===== config.mk =====
export PLATFORM = sky130hd
export DESIGN_NAME = alu_trojan_monitor
export DESIGN_NICKNAME = d
export VERILOG_FILES = /design/src/rtl/alu_mon_pkg.sv /design/src/rtl/alu_trojan_monitor_if.sv /design/src/rtl/alu_golden_model.sv /design/src/rtl/alu_trojan_monitor.sv
export SDC_FILE = /design/constraint.sdc
export NUM_CORES = 1
export LEC_CHECK = 0
export CORE_ASPECT_RATIO = 0.75
export CORE_MARGIN = 8
export CORE_UTILIZATION = 30
export DETAILED_ROUTE_END_ITERATION = 12
export MAX_ROUTING_LAYER = met4
export PLACE_DENSITY_LB_ADDON = 0.12
export SETUP_SLACK_MARGIN = 0.02
export SKIP_LAST_GASP = 1
export SYNTH_ARGS = -nofsm -noshare
export SYNTH_HDL_FRONTEND = slang
export SYNTH_HIERARCHICAL = 1
export SYNTH_SLANG_ARGS = --single-unit

===== constraint.sdc =====
create_clock -name clk -period 2.04 [get_ports clk]
set_clock_uncertainty 0.15 [all_clocks]
set_input_delay 0.408 -clock clk [delete_from_list [all_inputs] [get_ports clk]]
set_output_delay 0.408 -clock clk [all_outputs]
set_load 0.02 [all_outputs]

===== src/rtl/alu_mon_pkg.sv =====
// Shared opcode encodings, FSM state and capture record for the ALU trojan monitor.
package alu_mon_pkg;

    localparam int unsigned ALU_W = 4;

    localparam logic [1:0] OP_ADD = 2'b00;
    localparam logic [1:0] OP_SUB = 2'b01;
    localparam logic [1:0] OP_AND = 2'b10;
    localparam logic [1:0] OP_OR  = 2'b11;

    typedef enum logic {
        ST_MONITOR = 1'b0,
        ST_TRIPPED = 1'b1
    } mon_state_e;

    // One observed ALU transaction plus its golden result; also the stage-1 payload.
    typedef struct packed {
        logic [ALU_W-1:0] a;
        logic [ALU_W-1:0] b;
        logic [1:0]       op;
        logic [ALU_W-1:0] res;
        logic [ALU_W-1:0] exp_res;
        logic             cout;
        logic             exp_cout;
    } cap_rec_t;

endpackage


===== src/rtl/alu_trojan_monitor_if.sv =====
// Sample bus from the ALU boundary into the monitor.
interface alu_trojan_monitor_if #(
    parameter int unsigned WIDTH = 4
) ();
    logic             smp_valid;
    logic [WIDTH-1:0] smp_a;
    logic [WIDTH-1:0] smp_b;
    logic [1:0]       smp_op;
    logic [WIDTH-1:0] smp_res;
    logic             smp_cout;

    modport master (output smp_valid, smp_a, smp_b, smp_op, smp_res, smp_cout);
    modport slave  (input  smp_valid, smp_a, smp_b, smp_op, smp_res, smp_cout);
endinterface


===== src/rtl/alu_golden_model.sv =====
// Combinational reference ALU: the result the monitored ALU should have produced.
module alu_golden_model
    import alu_mon_pkg::*;
#(
    parameter int unsigned WIDTH = ALU_W
) (
    input  logic [WIDTH-1:0] a,
    input  logic [WIDTH-1:0] b,
    input  logic [1:0]       op,
    output logic [WIDTH-1:0] exp_res,
    output logic             exp_cout
);

    logic [WIDTH:0] sum;
    logic [WIDTH:0] diff;

    // Extra top bit carries the ADD carry-out or the SUB borrow.
    assign sum  = {1'b0, a} + {1'b0, b};
    assign diff = {1'b0, a} - {1'b0, b};

    // Opcode select of the golden result and carry.
    always_comb begin
        exp_res  = '0;
        exp_cout = 1'b0;
        case (op)
            OP_ADD: begin
                exp_res  = sum[WIDTH-1:0];
                exp_cout = sum[WIDTH];
            end
            OP_SUB: begin
                exp_res  = diff[WIDTH-1:0];
                exp_cout = diff[WIDTH];
            end
            OP_AND:  exp_res = a & b;
            OP_OR:   exp_res = a | b;
            default: exp_res = '0;
        endcase
    end

endmodule


===== src/rtl/alu_trojan_monitor.sv =====
// Two-stage checker: recomputes ALU results, counts mismatches, captures the first, trips an alarm.
module alu_trojan_monitor
    import alu_mon_pkg::*;
#(
    parameter int unsigned WIDTH       = ALU_W,
    parameter int unsigned CNT_W       = 8,
    parameter int unsigned TRIP_THRESH = 1
) (
    input  logic             clk,
    input  logic             rst_n,
    input  logic             clr,
    input  logic             smp_valid,
    input  logic [WIDTH-1:0] smp_a,
    input  logic [WIDTH-1:0] smp_b,
    input  logic [1:0]       smp_op,
    input  logic [WIDTH-1:0] smp_res,
    input  logic             smp_cout,
    output logic             chk_valid,
    output logic             chk_err,
    output logic [CNT_W-1:0] checked_cnt,
    output logic [CNT_W-1:0] err_cnt,
    output logic             alarm,
    output logic             cap_valid,
    output logic [WIDTH-1:0] cap_a,
    output logic [WIDTH-1:0] cap_b,
    output logic [1:0]       cap_op,
    output logic [WIDTH-1:0] cap_res,
    output logic [WIDTH-1:0] cap_exp_res,
    output logic             cap_cout,
    output logic             cap_exp_cout
);

    localparam logic [CNT_W-1:0] CNT_MAX  = '1;
    localparam logic [CNT_W-1:0] TRIP_VAL = CNT_W'(TRIP_THRESH);

    alu_trojan_monitor_if #(.WIDTH(WIDTH)) smp_bus ();

    assign smp_bus.smp_valid = smp_valid;
    assign smp_bus.smp_a     = smp_a;
    assign smp_bus.smp_b     = smp_b;
    assign smp_bus.smp_op    = smp_op;
    assign smp_bus.smp_res   = smp_res;
    assign smp_bus.smp_cout  = smp_cout;

    logic [WIDTH-1:0] gold_res;
    logic             gold_cout;

    alu_golden_model #(.WIDTH(WIDTH)) u_golden (
        .a        (smp_bus.smp_a),
        .b        (smp_bus.smp_b),
        .op       (smp_bus.smp_op),
        .exp_res  (gold_res),
        .exp_cout (gold_cout)
    );

    logic             s1_valid_q,  s1_valid_d;
    cap_rec_t         s1_rec_q,    s1_rec_d;
    logic             chk_valid_q, chk_valid_d;
    logic             chk_err_q,   chk_err_d;
    logic [CNT_W-1:0] checked_q,   checked_d;
    logic [CNT_W-1:0] err_q,       err_d;
    mon_state_e       state_q,     state_d;
    logic             cap_valid_q, cap_valid_d;
    cap_rec_t         cap_q,       cap_d;
    logic             mismatch;

    assign mismatch = s1_valid_q && ((s1_rec_q.res  != s1_rec_q.exp_res) ||
                                     (s1_rec_q.cout != s1_rec_q.exp_cout));

    // Next-state for both pipeline stages, counters, capture and trip FSM; clr overrides all.
    always_comb begin
        s1_valid_d  = 1'b0;
        s1_rec_d    = s1_rec_q;
        chk_valid_d = 1'b0;
        chk_err_d   = 1'b0;
        checked_d   = checked_q;
        err_d       = err_q;
        state_d     = state_q;
        cap_valid_d = cap_valid_q;
        cap_d       = cap_q;

        if (clr) begin
            checked_d   = '0;
            err_d       = '0;
            state_d     = ST_MONITOR;
            cap_valid_d = 1'b0;
            cap_d       = '0;
        end else begin
            s1_valid_d = smp_bus.smp_valid;
            if (smp_bus.smp_valid) begin
                s1_rec_d.a        = ALU_W'(smp_bus.smp_a);
                s1_rec_d.b        = ALU_W'(smp_bus.smp_b);
                s1_rec_d.op       = smp_bus.smp_op;
                s1_rec_d.res      = ALU_W'(smp_bus.smp_res);
                s1_rec_d.exp_res  = ALU_W'(gold_res);
                s1_rec_d.cout     = smp_bus.smp_cout;
                s1_rec_d.exp_cout = gold_cout;
            end

            chk_valid_d = s1_valid_q;
            chk_err_d   = mismatch;

            if (s1_valid_q && (checked_q != CNT_MAX)) begin
                checked_d = checked_q + CNT_W'(1);
            end

            if (mismatch) begin
                if (err_q != CNT_MAX) begin
                    err_d = err_q + CNT_W'(1);
                end
                if (!cap_valid_q) begin
                    cap_valid_d = 1'b1;
                    cap_d       = s1_rec_q;
                end
                if ((state_q == ST_MONITOR) && (err_d >= TRIP_VAL)) begin
                    state_d = ST_TRIPPED;
                end
            end
        end
    end

    // State register with asynchronous clear of all in-flight and sticky state.
    always_ff @(posedge clk or negedge rst_n) begin
        if (!rst_n) begin
            s1_valid_q  <= 1'b0;
            s1_rec_q    <= '0;
            chk_valid_q <= 1'b0;
            chk_err_q   <= 1'b0;
            checked_q   <= '0;
            err_q       <= '0;
            state_q     <= ST_MONITOR;
            cap_valid_q <= 1'b0;
            cap_q       <= '0;
        end else begin
            s1_valid_q  <= s1_valid_d;
            s1_rec_q    <= s1_rec_d;
            chk_valid_q <= chk_valid_d;
            chk_err_q   <= chk_err_d;
            checked_q   <= checked_d;
            err_q       <= err_d;
            state_q     <= state_d;
            cap_valid_q <= cap_valid_d;
            cap_q       <= cap_d;
        end
    end

    assign chk_valid    = chk_valid_q;
    assign chk_err      = chk_err_q;
    assign checked_cnt  = checked_q;
    assign err_cnt      = err_q;
    assign alarm        = (state_q == ST_TRIPPED);
    assign cap_valid    = cap_valid_q;
    assign cap_a        = WIDTH'(cap_q.a);
    assign cap_b        = WIDTH'(cap_q.b);
    assign cap_op       = cap_q.op;
    assign cap_res      = WIDTH'(cap_q.res);
    assign cap_exp_res  = WIDTH'(cap_q.exp_res);
    assign cap_cout     = cap_q.cout;
    assign cap_exp_cout = cap_q.exp_cout;

endmodule


## Yosys cells after proc, flatten, opt, wreduce, memory -nomap -nowiden

Cells that the tools add are included.
Widths: inputs -> output; s select.

- Output and inout bits: 40
- Input port bits: 19
- Bits in latches: 0
- Memory bits (read-only): 0
- Register bits after elaboration: 61
- Word-level logic and storage cells: 69
- Bits in writable memories: 0
- Memories kept: 0

- Equal/unequal tests: 8
- Shift operators: 0
- Magnitude comparators: 1
- Reductions and logical operators: 11
- Mux-type cells: 20
- Div/mod/pow operators: 0
- $add $sub $neg: 4
- Bitwise logic cells: 4
- Multipliers: 0

Operators with widths:

| kind | number |
|---|---|
| $mux 20 | 3 |
| $mux 8 | 7 |
| $add 8x1->8 const B | 2 |
| $ne 8x8->1 const B | 2 |
| $pmux 4 s4 | 1 |
| $ge 8x1->1 const B | 1 |
| $mux 1 | 8 |
| $reduce_and 2->1 | 3 |
| $reduce_bool 2->1 | 3 |
| $add 4x4->5 | 1 |
| $sub 4x4->5 | 1 |
| $and 4x4->4 | 1 |
| $eq 2x2->1 const B | 2 |
| $ne 4x4->1 | 1 |
| $or 4x4->4 | 1 |
| $logic_and 1x1->1 | 3 |
| $eq 2x1->1 const B | 1 |
| $logic_not 2->1 | 1 |
| $ne 2x2->1 const B | 1 |
| $not 1->1 | 2 |
| $pmux 1 s2 | 1 |
| $logic_or 1x1->1 | 1 |
| $ne 1x1->1 | 1 |

## Depth between registers and ports, before layout

- Depth after elaboration: 10
- Mapped depth: 8
- Depth with buffers taken out: 8

## Cells and area by module

Netlist, hierarchy kept.

By module, submodules not included:

| module | times used | area an instance (um2) | sequential area each (um2) | cells an instance |
|---|---|---|---|---|
| alu_trojan_monitor | 1 | 2703.8 | 1526.5 | 226 |
| alu_golden_model | 1 | 485.5 | 0.0 | 63 |

## Worst setup path before layout

No wires, ideal clock.

- Path kind: input -> register
- From: input smp_a[0]
- To: register s1_rec_q[3] (netlist name)
- Arrival time: 1.845 ns
- Path buffers: 0
- Slack: -0.080 ns
- Stages: 6
- Data required time: 1.765 ns
- Cell sequence: inv_1 -> ha_1 -> fa_1 -> inv_1 -> mux4_2 -> mux2_2

- Cells in the longest elaborated chain, start to end: 2
- Elaborated cells on any way between the ends: 3
- Classes of those cells: add/sub (2); mux (1)

RTL lines:

| item | RTL line | RTL |
|---|---|---|
| start, declared | alu_trojan_monitor.sv:13 | `input logic [WIDTH-1:0] smp_a,` |
| $sub 4x4->5 / $add 4x4->5 (equally long branches) | alu_golden_model.sv:19, alu_golden_model.sv:18 |  |
| $pmux 4 s4 (*) | alu_golden_model.sv:25 | `case (op)` |
| named net gold_res[1] | alu_trojan_monitor.sv:45 | `logic [WIDTH-1:0] gold_res;` |
| end signal, assigned | alu_trojan_monitor.sv:136 | `s1_rec_q <= s1_rec_d;` |
| end, declared | alu_trojan_monitor.sv:57 | `cap_rec_t s1_rec_q, s1_rec_d;` |

The timed path passes the listed nets; every way through them passes the cells marked *.
A chain may end at the register's enable or synchronous reset.

## Worst setup path in the final report

- From: input smp_b[0]
- To: register s1_rec_q[3] (netlist name)

- Cells in the longest elaborated chain, start to end: 2
- Elaborated cells on any way between the ends: 3
- Classes of those cells: add/sub (2); mux (1)

RTL lines:

| item | RTL line | RTL |
|---|---|---|
| start, declared | alu_trojan_monitor.sv:14 | `input logic [WIDTH-1:0] smp_b,` |
| $sub 4x4->5 / $add 4x4->5 (equally long branches) | alu_golden_model.sv:19, alu_golden_model.sv:18 |  |
| $pmux 4 s4 (*) | alu_golden_model.sv:25 |  |
| named net gold_res[1] | alu_trojan_monitor.sv:45 |  |

Marked as above.

==> results.md <==
- Synth Instances: 289
- Initial DRC Count: 82
- Placement row count: 32
- DRC: 0
- Min Hold Slack: between 0.3 and 0.4 ns
- Worst path slowest cell: fa_1
- TritonRoute pass-1 iters: 4
- Reg area: 1526 um^2
- RSZ-0062 raised after global routing: true
- Startpoint types: primary input
- Layout cells sized above 1: 0.2500
- Initial core utilization: 0.3087
- Final Cell Area: approximately 4600 um^2
- Top-area cell type share of the netlist area: 0.4786
- Fill cells: just under 1k
- Mean Syn Cell Area: 11.04 um^2
- Vias/cell: around 4.6
- GP Congestion: ~0.8
- Max incr delay on CP: 0.53 ns
- DIE AREA: 14220 um^2
- Largest net degree at the start of global routing: 62
- Final worst setup slack: -0.02983 ns
- IO Pins: 59
- Most common cell in the netlist: dfrtp_1
- Violated checks: setup timing
- Fin crit share: 1.015
- Register area share after synthesis: 0.4786
- Area delta synth->final: 45.23%
- CTS Buf Count: 9
- Sink Count: 61
- Die extent in x: about 140 um
- Clock Tree Root: clkbuf_16
- Post-CTS Setup Bufs: 0
- CTS Buffer Depth: 2
- Top post-synthesis cells by count: dfrtp_1, nor2_1, mux2i_1, mux2_2, inv_1
- H-tree Lvls: 3
- Pleak: roughly 2.3 nW
- Routed vias: 2412
- Reg2Reg Setup Slack: around 0.13 ns
- Slew Limit Fails: 0
- Area of the multi-input gates: 1582 um^2
- Non-filler instance count after layout: ~520
- Final setup viols: 1
- Synth cell types: 47
- Final Critical Period: 2.070 ns
- CP endpoint kind: flip-flop
- Critical Path Sink: s1_rec_q[3]
- HP Class: in -> reg
- Antenna viol nets, final: 0
- Total GRT Usage: 0.1208
- Run status: complete, but fails checks
- Fin nets: 418
- Rel. slew slack: 0.5851
- Cell family with most CP delay: adder cells
- Placed cells: 506
- Final hold viol count: 0
- Number of synthesized register bits: 61
- Vias in the first global route: between 2k and 3k
- Core ar.: 10330 um^2
- Synth async-reset ratio: 1.000
- Worst r2r src: s1_rec_q[7]
- Post-Synthesis Net Count: about 320
- Skew-Pair Late Insertion Delay: approximately 0.33 ns
- Yosys top cell by area: dfrtp_1
- Initial antenna violation count: 0
- Critical path peak fanout: 4
- Final wirelength: 8.022 mm
- WP data required: around 2.1 ns
- Worst-case reg-to-reg path depth: 5
- Post-Syn Area: around 3200 um^2
- Yosys warning total: 6
- Crit path DAT: 2.13 ns
- Worst-Margin Slew: approximately 0.62 ns
- Ant diodes: 0
- Reg-to-reg endpoint: err_cnt[3]
- Reg clk slew, reported paths: 0.05 ns
- Congestion Overflow GR: 0
- Crit path depth: 6
- I/O Buffers: 58
- # Max-Cap Violations: 0
- Top cells by area, synth: dfrtp_1, mux2i_1, mux2_2, ha_1, nor2_1
- First-pass GRT wire length: 13.08 mm
- TritonCTS clock tree: yes
- Crit-path cells: clkdlybuf4s15_1 -> ha_4 -> fa_1 -> inv_1 -> mux4_2 -> mux2_4
- DP Area: 4218 um^2
- Critical path class: in -> reg
- Crit. Startpoint: smp_b[0]
- F_max: 0.4831 GHz
- CP Buf/Inv Count: 2
- WL/cell: 15.31 um
- Die height: 105.3 um
- Main synth FF type: dfrtp_1
- Pwr per Cell Area: 814.0 nW/um^2
- Max VDD drop: 0.3777 mV
- Post-synth EDFFs: 0
- Hpwl dp: 5.419 mm
## power by group
| group | internal [mW] | total (mW) | switching (mW) |
|---|---|---|---|
| Sequential | 1.32 | 1.39 | 0.0748 |
| Clock | 1.13 | 1.66 | 0.532 |
| Combinational | 0.376 | 0.713 | 0.337 |
## placed cells by master, fill, tap and decap left out, drive strengths merged, types with 2 or more instances in the layout
master	Yosys	routed
a211o	3	3
a211oi	4	4
a21oi	15	15
a41oi	2	2
and3	2	2
and4	2	2
buf	9	38
bufinv	0	2
clkbuf	5	14
clkdlybuf4s50	0	42
clkinv	0	2
dfrtp	61	61
dlygate4sd2	0	5
dlymetal6s2s	0	8
fa	2	2
ha	14	14
inv	17	17
mux2	21	21
mux2i	24	24
nand2	5	5
nand3	10	10
nand3b	2	2
nand4	2	2
nor2	40	40
nor2b	4	4
nor3	7	7
o2111a	2	2
o2111ai	2	2
o21ai	6	6
o21bai	3	3
xnor2	6	6
xor2	8	8
## sequential cells by signal, indices dropped and copies added, names as in the netlist
signal and cells:
chk_err 1, cap_res 4, chk_valid 1, cap_exp_res 4, alarm 1, cap_valid 1, s1_rec_q 20, err_cnt 8
cap_cout 1, cap_op 2, checked_cnt 8, s1_valid_q 1, cap_exp_cout 1, cap_a 4, cap_b 4
## layout make-up
class | instances | share of cell area
Inverter | 17 | 0.01648
Multi-Input combinational cell | 197 | 0.3414
Clock inverter | 4 | 0.01513
Clock buffer | 12 | 0.05538
Timing Repair Buffer | 97 | 0.2053
Tap cell | 136 | 0.03674
Sequential cell | 61 | 0.3296
## metrics by stage
stage | utilization | setup slack (ns) | power [mW] | setup TNS, ns
after floorplan | - | -0.006273 | 1.766 | -0.006273
after global placement | 0.4083 | -0.6664 | 2.103 | -2.597
after detailed placement | 0.4083 | -0.6801 | 2.110 | -2.624
after CTS | 0.4426 | -0.1125 | 3.812 | -0.1197
after global routing | 0.4484 | -0.06962 | 3.959 | -0.1196
final | 0.4484 | -0.02983 | 3.770 | -0.02983
## how the worst min path moves through the flow
stage | slack (ns) | depth (start not counted) | start | end
after global placement | 0.30 | 2 | rst_n | cap_a[0]
final | 0.32 | 3 | smp_a[0] | s1_rec_q[16]
after CTS | 0.36 | 1 | s1_rec_q[13] | s1_rec_q[13]
after global routing | 0.31 | 3 | smp_a[0] | s1_rec_q[16]
after floorplan | -0.04 | 0 | rst_n | alarm
after detailed placement | 0.30 | 2 | rst_n | cap_a[0]
## logic make-up after synthesis
logic type	synth area share
XOR/XNOR	0.03845
multiplexers	0.1577
AND/OR/NAND/NOR	0.1248
AO/OA/AOI/OAI	0.08906
flip-flops	0.4786
adder cells (fa/ha/maj)	0.06748
buffers and inverters	0.04394
## worst min-delay path, cell delays in order
cell,delay (ns)
clkbuf_2,0.09
buf_6,0.13
mux2_2,0.14
## repair_timing
action                                  4_1_cts  5_1_grt
gates cloned                                  0        1
resized for setup                            14       16
hold buffers                                  1        0
endpoints found under the hold margin        61        0
endpoints found under the setup margin       13       16
pin swaps                                     1        2
## per-layer routing
layer,vias to the layer above,track usage,part of all wire
met5,-,-,0
met4,0,0.05059,0.020
met3,14,0.04127,0.040
met2,47,0.1673,0.42
met1,1148,0.1569,0.52
li1,1203,-,-
Power figures use the tool's default switching activity.
